File: src/rtl/lvds_pkg.sv
// Constants and state type shared by the LVDS transmitter and the LVDS_capture receiver.
package lvds_pkg;

    localparam int LANES  = 8;
    localparam int WORD_W = 2 * LANES;

    localparam logic [WORD_W-1:0] TRAIN_WORD = 16'h5AA5;
    localparam logic [WORD_W-1:0] IDLE_WORD  = 16'h0000;

    typedef enum logic {
        TRAIN = 1'b0,
        SEND  = 1'b1
    } lvds_tx_state_t;

endpackage

File: src/rtl/lvds_tx_fifo.sv
// Synchronous FIFO with first-word-fall-through head; reset clears pointers and count only.
module lvds_tx_fifo #(
    parameter int WIDTH = 16,
    parameter int DEPTH = 4
) (
    input  logic             clk,
    input  logic             rst,
    input  logic             i_push,
    input  logic [WIDTH-1:0] i_din,
    input  logic             i_pop,
    output logic [WIDTH-1:0] o_head,
    output logic             o_full,
    output logic             o_empty,
    output logic             o_full_nxt
);
    localparam int AW = $clog2(DEPTH);
    localparam int CW = AW + 1;

    logic [WIDTH-1:0] r_mem [DEPTH];
    logic [AW-1:0]    r_wr_ptr;
    logic [AW-1:0]    r_rd_ptr;
    logic [CW-1:0]    r_count;
    logic             w_push;
    logic             w_pop;
    logic [CW-1:0]    w_count_nxt;

    assign w_push      = i_push && !o_full;
    assign w_pop       = i_pop && !o_empty;
    assign w_count_nxt = r_count + CW'(w_push) - CW'(w_pop);
    assign o_full      = (r_count == CW'(DEPTH));
    assign o_empty     = (r_count == '0);
    assign o_full_nxt  = (w_count_nxt == CW'(DEPTH));
    assign o_head      = r_mem[r_rd_ptr];

    always_ff @(posedge clk) begin
        if (rst) begin
            r_wr_ptr <= '0;
            r_rd_ptr <= '0;
            r_count  <= '0;
        end else begin
            if (w_push) r_wr_ptr <= r_wr_ptr + AW'(1);
            if (w_pop)  r_rd_ptr <= r_rd_ptr + AW'(1);
            r_count <= w_count_nxt;
        end
    end

    always_ff @(posedge clk) begin
        if (w_push) r_mem[r_wr_ptr] <= i_din;
    end

endmodule

File: src/rtl/lvds_transmit.sv
// Source-synchronous LVDS transmitter: FIFO-buffered words sent low byte then high byte
// per forwarded-clock period, with training bursts and idle fill.
module lvds_transmit #(
    parameter int LANES       = lvds_pkg::LANES,
    parameter int FIFO_DEPTH  = 4,
    parameter int TRAIN_WORDS = 16
) (
    input  logic               clk,
    input  logic               rst,
    input  logic [2*LANES-1:0] tx_data,
    input  logic               tx_valid,
    output logic               tx_ready,
    input  logic               train_req,
    output logic               training,
    output logic [15:0]        idle_cnt,
    output logic [LANES-1:0]   capture_data_p,
    output logic [LANES-1:0]   capture_data_n,
    output logic               clk_out_p,
    output logic               clk_out_n
);
    import lvds_pkg::*;

    localparam int W     = 2 * LANES;
    localparam int CNT_W = $clog2(TRAIN_WORDS + 1);
    localparam logic [W-1:0]     TRAIN_W  = W'(TRAIN_WORD);
    localparam logic [W-1:0]     IDLE_W   = W'(IDLE_WORD);
    localparam logic [CNT_W-1:0] CNT_LAST = CNT_W'(TRAIN_WORDS);

    lvds_tx_state_t   r_state, w_state_nxt;
    logic [CNT_W-1:0] r_train_cnt, w_cnt_nxt, w_cnt_base, w_cnt_inc;
    logic             r_clk_p, r_clk_n;
    logic [LANES-1:0] r_lanes_p, r_lanes_n, r_hi;
    logic             r_training, r_req, r_tx_ready;
    logic [15:0]      r_idle_cnt;
    logic             w_boundary, w_req, w_push, w_pop, w_sel_train, w_idle_inc;
    logic [W-1:0]     w_word, w_head;
    logic             w_full, w_empty, w_full_nxt;

    assign w_boundary = !r_clk_p;
    assign w_req      = r_req || train_req;
    assign w_push     = tx_valid && r_tx_ready;

    lvds_tx_fifo #(
        .WIDTH (W),
        .DEPTH (FIFO_DEPTH)
    ) u_fifo (
        .clk        (clk),
        .rst        (rst),
        .i_push     (w_push),
        .i_din      (tx_data),
        .i_pop      (w_pop),
        .o_head     (w_head),
        .o_full     (w_full),
        .o_empty    (w_empty),
        .o_full_nxt (w_full_nxt)
    );

    always_ff @(posedge clk) begin
        if (rst) begin
            r_state     <= TRAIN;
            r_train_cnt <= '0;
        end else begin
            r_state     <= w_state_nxt;
            r_train_cnt <= w_cnt_nxt;
        end
    end

    // A pending request restarts the burst count; the word it selects is the first of the burst.
    always_comb begin
        w_state_nxt = r_state;
        w_cnt_nxt   = r_train_cnt;
        w_cnt_base  = '0;
        w_cnt_inc   = '0;
        w_word      = IDLE_W;
        w_sel_train = 1'b0;
        w_pop       = 1'b0;
        w_idle_inc  = 1'b0;
        if (w_boundary) begin
            if (r_state == TRAIN || w_req) begin
                w_word      = TRAIN_W;
                w_sel_train = 1'b1;
                w_cnt_base  = w_req ? '0 : r_train_cnt;
                w_cnt_inc   = w_cnt_base + CNT_W'(1);
                if (w_cnt_inc == CNT_LAST) begin
                    w_state_nxt = SEND;
                    w_cnt_nxt   = '0;
                end else begin
                    w_state_nxt = TRAIN;
                    w_cnt_nxt   = w_cnt_inc;
                end
            end else if (!w_empty) begin
                w_word = w_head;
                w_pop  = 1'b1;
            end else begin
                w_idle_inc = 1'b1;
            end
        end
    end

    always_ff @(posedge clk) begin
        if (rst) begin
            r_clk_p    <= 1'b0;
            r_clk_n    <= 1'b1;
            r_lanes_p  <= '0;
            r_lanes_n  <= '1;
            r_training <= 1'b1;
            r_req      <= 1'b0;
            r_tx_ready <= 1'b0;
            r_idle_cnt <= '0;
        end else begin
            r_clk_p    <= ~r_clk_p;
            r_clk_n    <= r_clk_p;
            r_req      <= w_boundary ? 1'b0 : w_req;
            r_tx_ready <= !w_full_nxt;
            if (w_boundary) begin
                r_lanes_p  <= w_word[LANES-1:0];
                r_lanes_n  <= ~w_word[LANES-1:0];
                r_training <= w_sel_train;
            end else begin
                r_lanes_p <= r_hi;
                r_lanes_n <= ~r_hi;
            end
            if (w_idle_inc && r_idle_cnt != 16'hFFFF) r_idle_cnt <= r_idle_cnt + 16'd1;
        end
    end

    always_ff @(posedge clk) begin
        if (w_boundary) r_hi <= w_word[W-1:LANES];
    end

    assign tx_ready       = r_tx_ready;
    assign training       = r_training;
    assign idle_cnt       = r_idle_cnt;
    assign capture_data_p = r_lanes_p;
    assign capture_data_n = r_lanes_n;
    assign clk_out_p      = r_clk_p;
    assign clk_out_n      = r_clk_n;

endmodule

File: config.mk
export PLATFORM = sky130hd
export DESIGN_NAME = lvds_transmit
export DESIGN_NICKNAME = d
export VERILOG_FILES = /design/src/rtl/lvds_pkg.sv /design/src/rtl/lvds_tx_fifo.sv /design/src/rtl/lvds_transmit.sv
export SDC_FILE = /design/constraint.sdc
export NUM_CORES = 1
export LEC_CHECK = 0
export CORE_MARGIN = 2
export CORE_UTILIZATION = 55
export CTS_CLUSTER_DIAMETER = 80
export DETAILED_ROUTE_END_ITERATION = 16
export GPL_TIMING_DRIVEN = 0
export PLACE_DENSITY = 0.84
export SLEW_MARGIN = 20
export SYNTH_ARGS = -nofsm -noshare
export SYNTH_HDL_FRONTEND = slang
export SYNTH_SLANG_ARGS = --single-unit
File: constraint.sdc
create_clock -name clk -period 2.89 [get_ports clk]
set_input_delay 0.289 -clock clk [delete_from_list [all_inputs] [get_ports clk]]
set_output_delay 0.289 -clock clk [all_outputs]
set_load 0.05 [all_outputs]
Word-level counts from Yosys, hierarchy flattened
Memories as Yosys holds them, arrays and structs flattened. A register that Yosys moved wholly into a read port is not among the register bits.
Cells that the tools add are included.
{ "totals": {"in_bits": 20, "reg_bits": 58, "mem_bits_rw": 64, "out_inout_bits": 36, "n_memories": 1, "wordCells": 62} }
{ "memory_table": {"columns": ["name", "words", "width", "read_ports", "rd_ports_with_merged_regs", "wr", "line_no", "source"], "rows": [
  ["u_fifo.r_mem", 4, 16, 1, 1, 1, "lvds_tx_fifo.sv:19", "logic [WIDTH-1:0] r_mem [DEPTH];"]
]} }
{ "op_classes": {"mux": 19, "bitwise_logic": 4, "n_reduce_logical": 13, "n_addsub": 6, "n_eq_ne": 4} }
{ "ops": {"columns": ["operator", "n"], "rows": [
  ["two-way mux 15 bit", 2],
  ["two-way mux 8 bit", 3],
  ["adder 16 x 1 -> 16 bit, second input constant", 1],
  ["!= test 16 bit, second input constant", 1],
  ["NOT 8 bit", 2],
  ["two-way mux 1 bit", 10],
  ["two-way mux 5 bit", 2],
  ["== test 3 bit, second input constant", 2],
  ["adder 5 x 1 -> 5 bit, second input constant", 1],
  ["== test 5 bit, second input constant", 1],
  ["adder 2 x 1 -> 2 bit, second input constant", 2],
  ["logical AND 1 bit", 4],
  ["two-way mux 2 bit", 2],
  ["adder 3 x 1 -> 3 bit", 1],
  ["zero test 1 bit", 3],
  ["zero test 3 bit", 1],
  ["OR reduction 3 bit", 1],
  ["subtractor 3 x 1 -> 3 bit", 1],
  ["logical OR 1 bit", 2],
  ["NOT 1 bit", 2],
  ["AND reduction 2 bit", 1],
  ["OR reduction 2 bit", 1]
]} }

Logic depth before layout (Yosys ltp)
Gate-level depths: netlist of run 1.
{ "depth": {"depth_word": 8, "depth_mapped": 11, "depth_no_buf": 10} }

Hierarchy
A second synthesis of run 1 with hierarchy kept.
{ "unflattened": {"cells_unflattened": 363, "area_unflattened_um2": 5011.1} }
{ "modules_own_cells": {"columns": ["mod", "cells_per_inst", "area_each_um2", "n_inst", "seq_area_each_um2"], "rows": [
  ["lvds_tx_fifo", 136, 2827.7, 1, 2102.0],
  ["lvds_transmit", 227, 2183.3, 1, 1101.1]
]} }

Worst setup path after synthesis of run 1
OpenSTA, ideal clock, no wires.
{ "synth_path": {"path_kind": "reg2reg", "startpoint": "register r_clk_p, in the netlist clk_out_p", "endpoint": "register r_tx_ready, in the netlist tx_ready", "period_less_slack_ps": 2623, "setup_ps": 128, "t_required_ps": 2762, "path_buffers": 1, "stages_incl_launch_ff": 12, "arrival_time_ps": 2495, "setup_slack_ps": 267, "path_cell_list": "dfxtp_1 nor4b_4 and2_1 clkbuf_1 ha_1 inv_1 ha_1 fa_1 xnor2_1 xnor2_1 nor3_1 nor2_1"} }
{ "synth_via": {"elab_chain_len": 5} }
{ "synth_lines": {"columns": ["item", "line_no", "source"], "rows": [
  ["from (decl)", "lvds_transmit.sv:31", "logic r_clk_p, r_clk_n;"],
  ["from (signal assigned)", "lvds_transmit.sv:111", "r_clk_p <= ~r_clk_p;"],
  ["two-way mux 1 bit", "lvds_transmit.sv:78", "if (w_boundary) begin"],
  ["logical AND 1 bit", "lvds_tx_fifo.sv:28", "assign w_pop = i_pop && !o_empty;"],
  ["named net u_fifo.w_pop", "lvds_tx_fifo.sv:24", "logic w_pop;"],
  ["subtractor 3 x 1 -> 3 bit", "lvds_tx_fifo.sv:29", "assign w_count_nxt = r_count + CW'(w_push) - CW'(w_pop);"],
  ["== test 3 bit", "lvds_tx_fifo.sv:32", "assign o_full_nxt = (w_count_nxt == CW'(DEPTH));"],
  ["zero test 1 bit", "lvds_transmit.sv:114", "r_tx_ready <= !w_full_nxt;"],
  ["to (signal assigned)", "lvds_transmit.sv:114", null],
  ["to (decl)", "lvds_transmit.sv:33", "logic r_training, r_req, r_tx_ready;"]
]} }
The timed path passes the listed nets, and every way through them passes these cells.
A chain may end at the register's enable or synchronous reset.

Final worst setup path of run 1
{ "layout_path": {"startpoint": "register u_fifo.r_count[2]", "endpoint": "register r_tx_ready, in the netlist tx_ready"} }
{ "layout_via": {"elab_chain_len": 8, "word_cells_on_any_way": 13, "cone_classes": "add/sub (2); eq/ne (2); mux (3); reduce/logical (6)"} }
{ "layout_lines": {"columns": ["item", "line_no", "source"], "rows": [
  ["from (decl)", "lvds_tx_fifo.sv:22", "logic [CW-1:0] r_count;"],
  ["from (signal assigned)", "lvds_tx_fifo.sv:43", "r_count <= w_count_nxt;"],
  ["branches (longest 5 deep; another with adder 3 x 1 -> 3 bit)", null, null],
  ["subtractor 3 x 1 -> 3 bit (*)", "lvds_tx_fifo.sv:29", null],
  ["== test 3 bit (*)", "lvds_tx_fifo.sv:32", null],
  ["zero test 1 bit (*)", "lvds_transmit.sv:114", null]
]} }
Every way passes the cells marked *.

==> flow_summary.json, run 1 <==
{
  "grt_pass1_vias": 3325,
  "vias": 3253,
  "ys.flop_type": "edfxtp_1",
  "finalCritPeriodShare_pct": 92.07,
  "syn_area_um2": 4918,
  "synth_warnings": 0,
  "yosysSeqAreaShare_pct": 65.12,
  "pwr-share-seq_pct": 46.6,
  "fin_nets": 463,
  "p_int_mw": 3.206,
  "crit_fanout": 6,
  "p_switching_mw": 1.030,
  "postSynthAreaPerCell_um2": 13.62,
  "drt_iter0_markers": 179,
  "rsz0062_at_grt": "no",
  "drc": 0,
  "core-area_um2": 8678,
  "ir_drop_mv": 0.5736,
  "power_density_nw_per_um2": 689.8,
  "drive_gt1_share_pct": 13.23,
  "cts.sinks": 124,
  "ys_seq_elements": 124,
  "io_buffers": 54,
  "worstSetupPathType": "reg -> reg",
  "critical_path_arrival_ns": 3.05,
  "netSwitchingFraction_pct": 24.32,
  "power_frac_clock_pct": 46.0,
  "postRouteAntennaNets": 0,
  "syn_nets": 391,
  "diodes": 0,
  "track_usage_pct": 21.91,
  "cp-end-kind": "register",
  "clock_latency_ns": 0.52,
  "grt_pass1_wl_um": 16530,
  "fin_area_um2": 6141,
  "gp_congestion": 0.8549,
  "synth_edf_count": 72,
  "critPathRequiredTime_ns": 3.28,
  "hold_buffers": 0,
  "initial_utilization_pct": 56.68,
  "hold_ws_ns": 0.3394,
  "synth_cells": 361,
  "relSlewSlack_pct": 45.12,
  "status": "finished, final reports clean",
  "num_rows": 34,
  "setup_viol": 0,
  "clock-skew-final_ns": 0.007117,
  "area_delta_synth_final_pct": 24.85,
  "overflow": 0,
  "pre_cts_slack_ns": -0.3285,
  "startpoint_type": "register",
  "placed_cell_area_um2": 5594,
  "antenna_found_initial": 0,
  "vias_per_cell": 5.872,
  "die-area_um2": 9715,
  "drv_cap": 0,
  "clk_pin_slew_worst_paths_ns": 0.06,
  "die_h_um": 98.57,
  "first_pass_iters": 4,
  "cts_tree": "yes",
  "numCtsBuffers": 17,
  "setup_ws_ns": 0.2291,
  "hold_class": "in -> reg",
  "synth-async-reset-ratio_pct": 0,
  "wl_um": 9819,
  "grt_max_degree": 17,
  "ys_types": 44,
  "fmax_ghz": 0.3758,
  "layout_common_cells": "edfxtp_1 (72), clkdlybuf4s50_1 (54), dfxtp_1 (52)",
  "p_comb_share_pct": 7.4,
  "clockBufferDepth": 2,
  "fin_crit_ns": 2.661,
  "ioPinCount": 56,
  "cts_root_buf": "clkbuf_8",
  "drv_slew": 0,
  "worst_pin_slew_ns": 0.8232,
  "dpl.hpwl_um": 6438,
  "cts_setup_buffers": 0,
  "die_w_um": 98.57,
  "power_leakage_nw": 2.101,
  "final_common_cell": "edfxtp_1",
  "cts_resized": 0,
  "htree_num_levels": 4,
  "fillers": 573,
  "avgRoutedWirePerCell_um": 17.72,
  "final_util_pct": 70.76,
  "hold_viol_final": 0
}
==> critical path, cell delays in order (launching register included) <==
cell	delay, ns
dfxtp_1	0.36
or3_1	0.45
and2_1	0.26
ha_1	0.32
inv_1	0.04
ha_1	0.18
fa_1	0.39
xnor2_1	0.21
xnor2_1	0.11
nor3_1	0.16
nor2_1	0.06
==> synth_stat cells (2+ instances only) <==
cell | count | share of area [%]
dfxtp_1 | 52 | 21
nor3_1 | 4 | 0.41
o31ai_1 | 11 | 1.7
a221o_1 | 4 | 0.81
xnor2_1 | 6 | 1.1
a21o_1 | 4 | 0.61
and3_1 | 5 | 0.64
clkbuf_1 | 11 | 0.84
nand2_1 | 30 | 2.3
buf_2 | 6 | 0.61
a21oi_1 | 23 | 2.3
ha_1 | 9 | 2.3
nand3_1 | 13 | 1.3
inv_1 | 20 | 1.5
nor2_1 | 10 | 0.76
xor2_1 | 2 | 0.36
or4_1 | 11 | 1.7
o21ai_0 | 8 | 0.81
nor3b_1 | 2 | 0.31
or3_1 | 4 | 0.51
and2_1 | 7 | 0.89
nand4_1 | 4 | 0.51
and4_1 | 6 | 1.1
nor2b_1 | 2 | 0.25
or2_2 | 2 | 0.25
edfxtp_1 | 72 | 44
mux4_2 | 16 | 7.3
==> layer usage <==
metal / vias up / track usage [%] / share of wire, %
met5: - / 0 / 0
li1: 1522 / - / -
met1: 1605 / 27.58 / 42
met4: 0 / 8.641 / 1.8
met3: 19 / 5.745 / 5.4
met2: 107 / 36.53 / 51
==> cells by family (layout without fill, tap and decap cells) <==
logic type	after synthesis	in the layout	synth area share (%)
flip-flops	124	124	65.12
AND/OR/NAND/NOR	104	104	12.18
AO/OA/AOI/OAI	59	59	7.836
buffers and inverters	39	124	3.205
multiplexers	17	17	7.530
adder cells (fa/ha/maj)	10	10	2.697
XOR/XNOR	8	8	1.425
==> sequential cells by signal, summed over array words and instances (netlist names), 3 cells and up, named ones only <==
| register | count |
|---|---|
| capture_data_n | 8 |
| capture_data_p | 8 |
| idle_cnt | 16 |
| r_hi | 8 |
| r_train_cnt | 5 |
| u_fifo.r_count | 3 |
| u_fifo.r_mem | 64 |
==> worst paths after layout <==
kind                                   startpoint                 to  slack [ns]  cells past startpoint
worst max-delay path            u_fifo.r_count[2]           tx_ready        0.23                     10
worst min-delay path                          rst  capture_data_n[7]        0.34                      2
worst max register to register  u_fifo.r_count[2]           tx_ready        0.23                     10
worst min register to register     r_train_cnt[1]     r_train_cnt[1]        0.47                      2
==> layout make-up <==
| class | instances | area, µm² | share of cell area [%] |
|---|---|---|---|
| Clock buffer | 17 | 414.1 | 6.744 |
| Inverter | 21 | 78.83 | 1.284 |
| Tap cell | 108 | 135.1 | 2.200 |
| Timing Repair Buffer | 54 | 540.5 | 8.802 |
| Clock inverter | 15 | 136.4 | 2.221 |
| Multi-Input combinational cell | 198 | 1558 | 25.37 |
| Buffer | 17 | 75.07 | 1.222 |
| Sequential cell | 124 | 3203 | 52.16 |
==> power by group through the flow <==
stage	clock network (mW)	logic [mW]	registers, mW
finish	1.95	0.314	1.97
global route	2.05	0.340	1.98
CTS	1.96	0.316	1.98
detailed placement	0	0.313	2.01
global placement	0	0.304	2.00
floorplan	0	0.131	2.07
==> per-stage QoR <==
| stage | std cells | power, mW | setup TNS (ns) |
|---|---|---|---|
| 5_1_grt | 554 | 4.367 | 0 |
| 4_1_cts | 555 | 4.250 | 0 |
| 3_5_place_dp | 523 | 2.324 | -0.6666 |
| 3_3_place_gp | 523 | 2.308 | -0.3534 |
| 2_1_floorplan | 361 | 2.199 | 0 |
| 6_report | 554 | 4.236 | 0 |
No activity file was read; power rests on OpenSTA's default activity.
==> inputs of run 2 (changes only) <==
--- a/config.mk
+++ b/config.mk
@@ -5,6 +5,7 @@
 export SDC_FILE = /design/constraint.sdc
 export NUM_CORES = 1
 export LEC_CHECK = 0
+export CAP_MARGIN = 20
 export CORE_MARGIN = 2
 export CORE_UTILIZATION = 55
 export CTS_CLUSTER_DIAMETER = 80
==> results of run 2 <==
The final DEF is identical to that of run 1; final timing and power are the same.
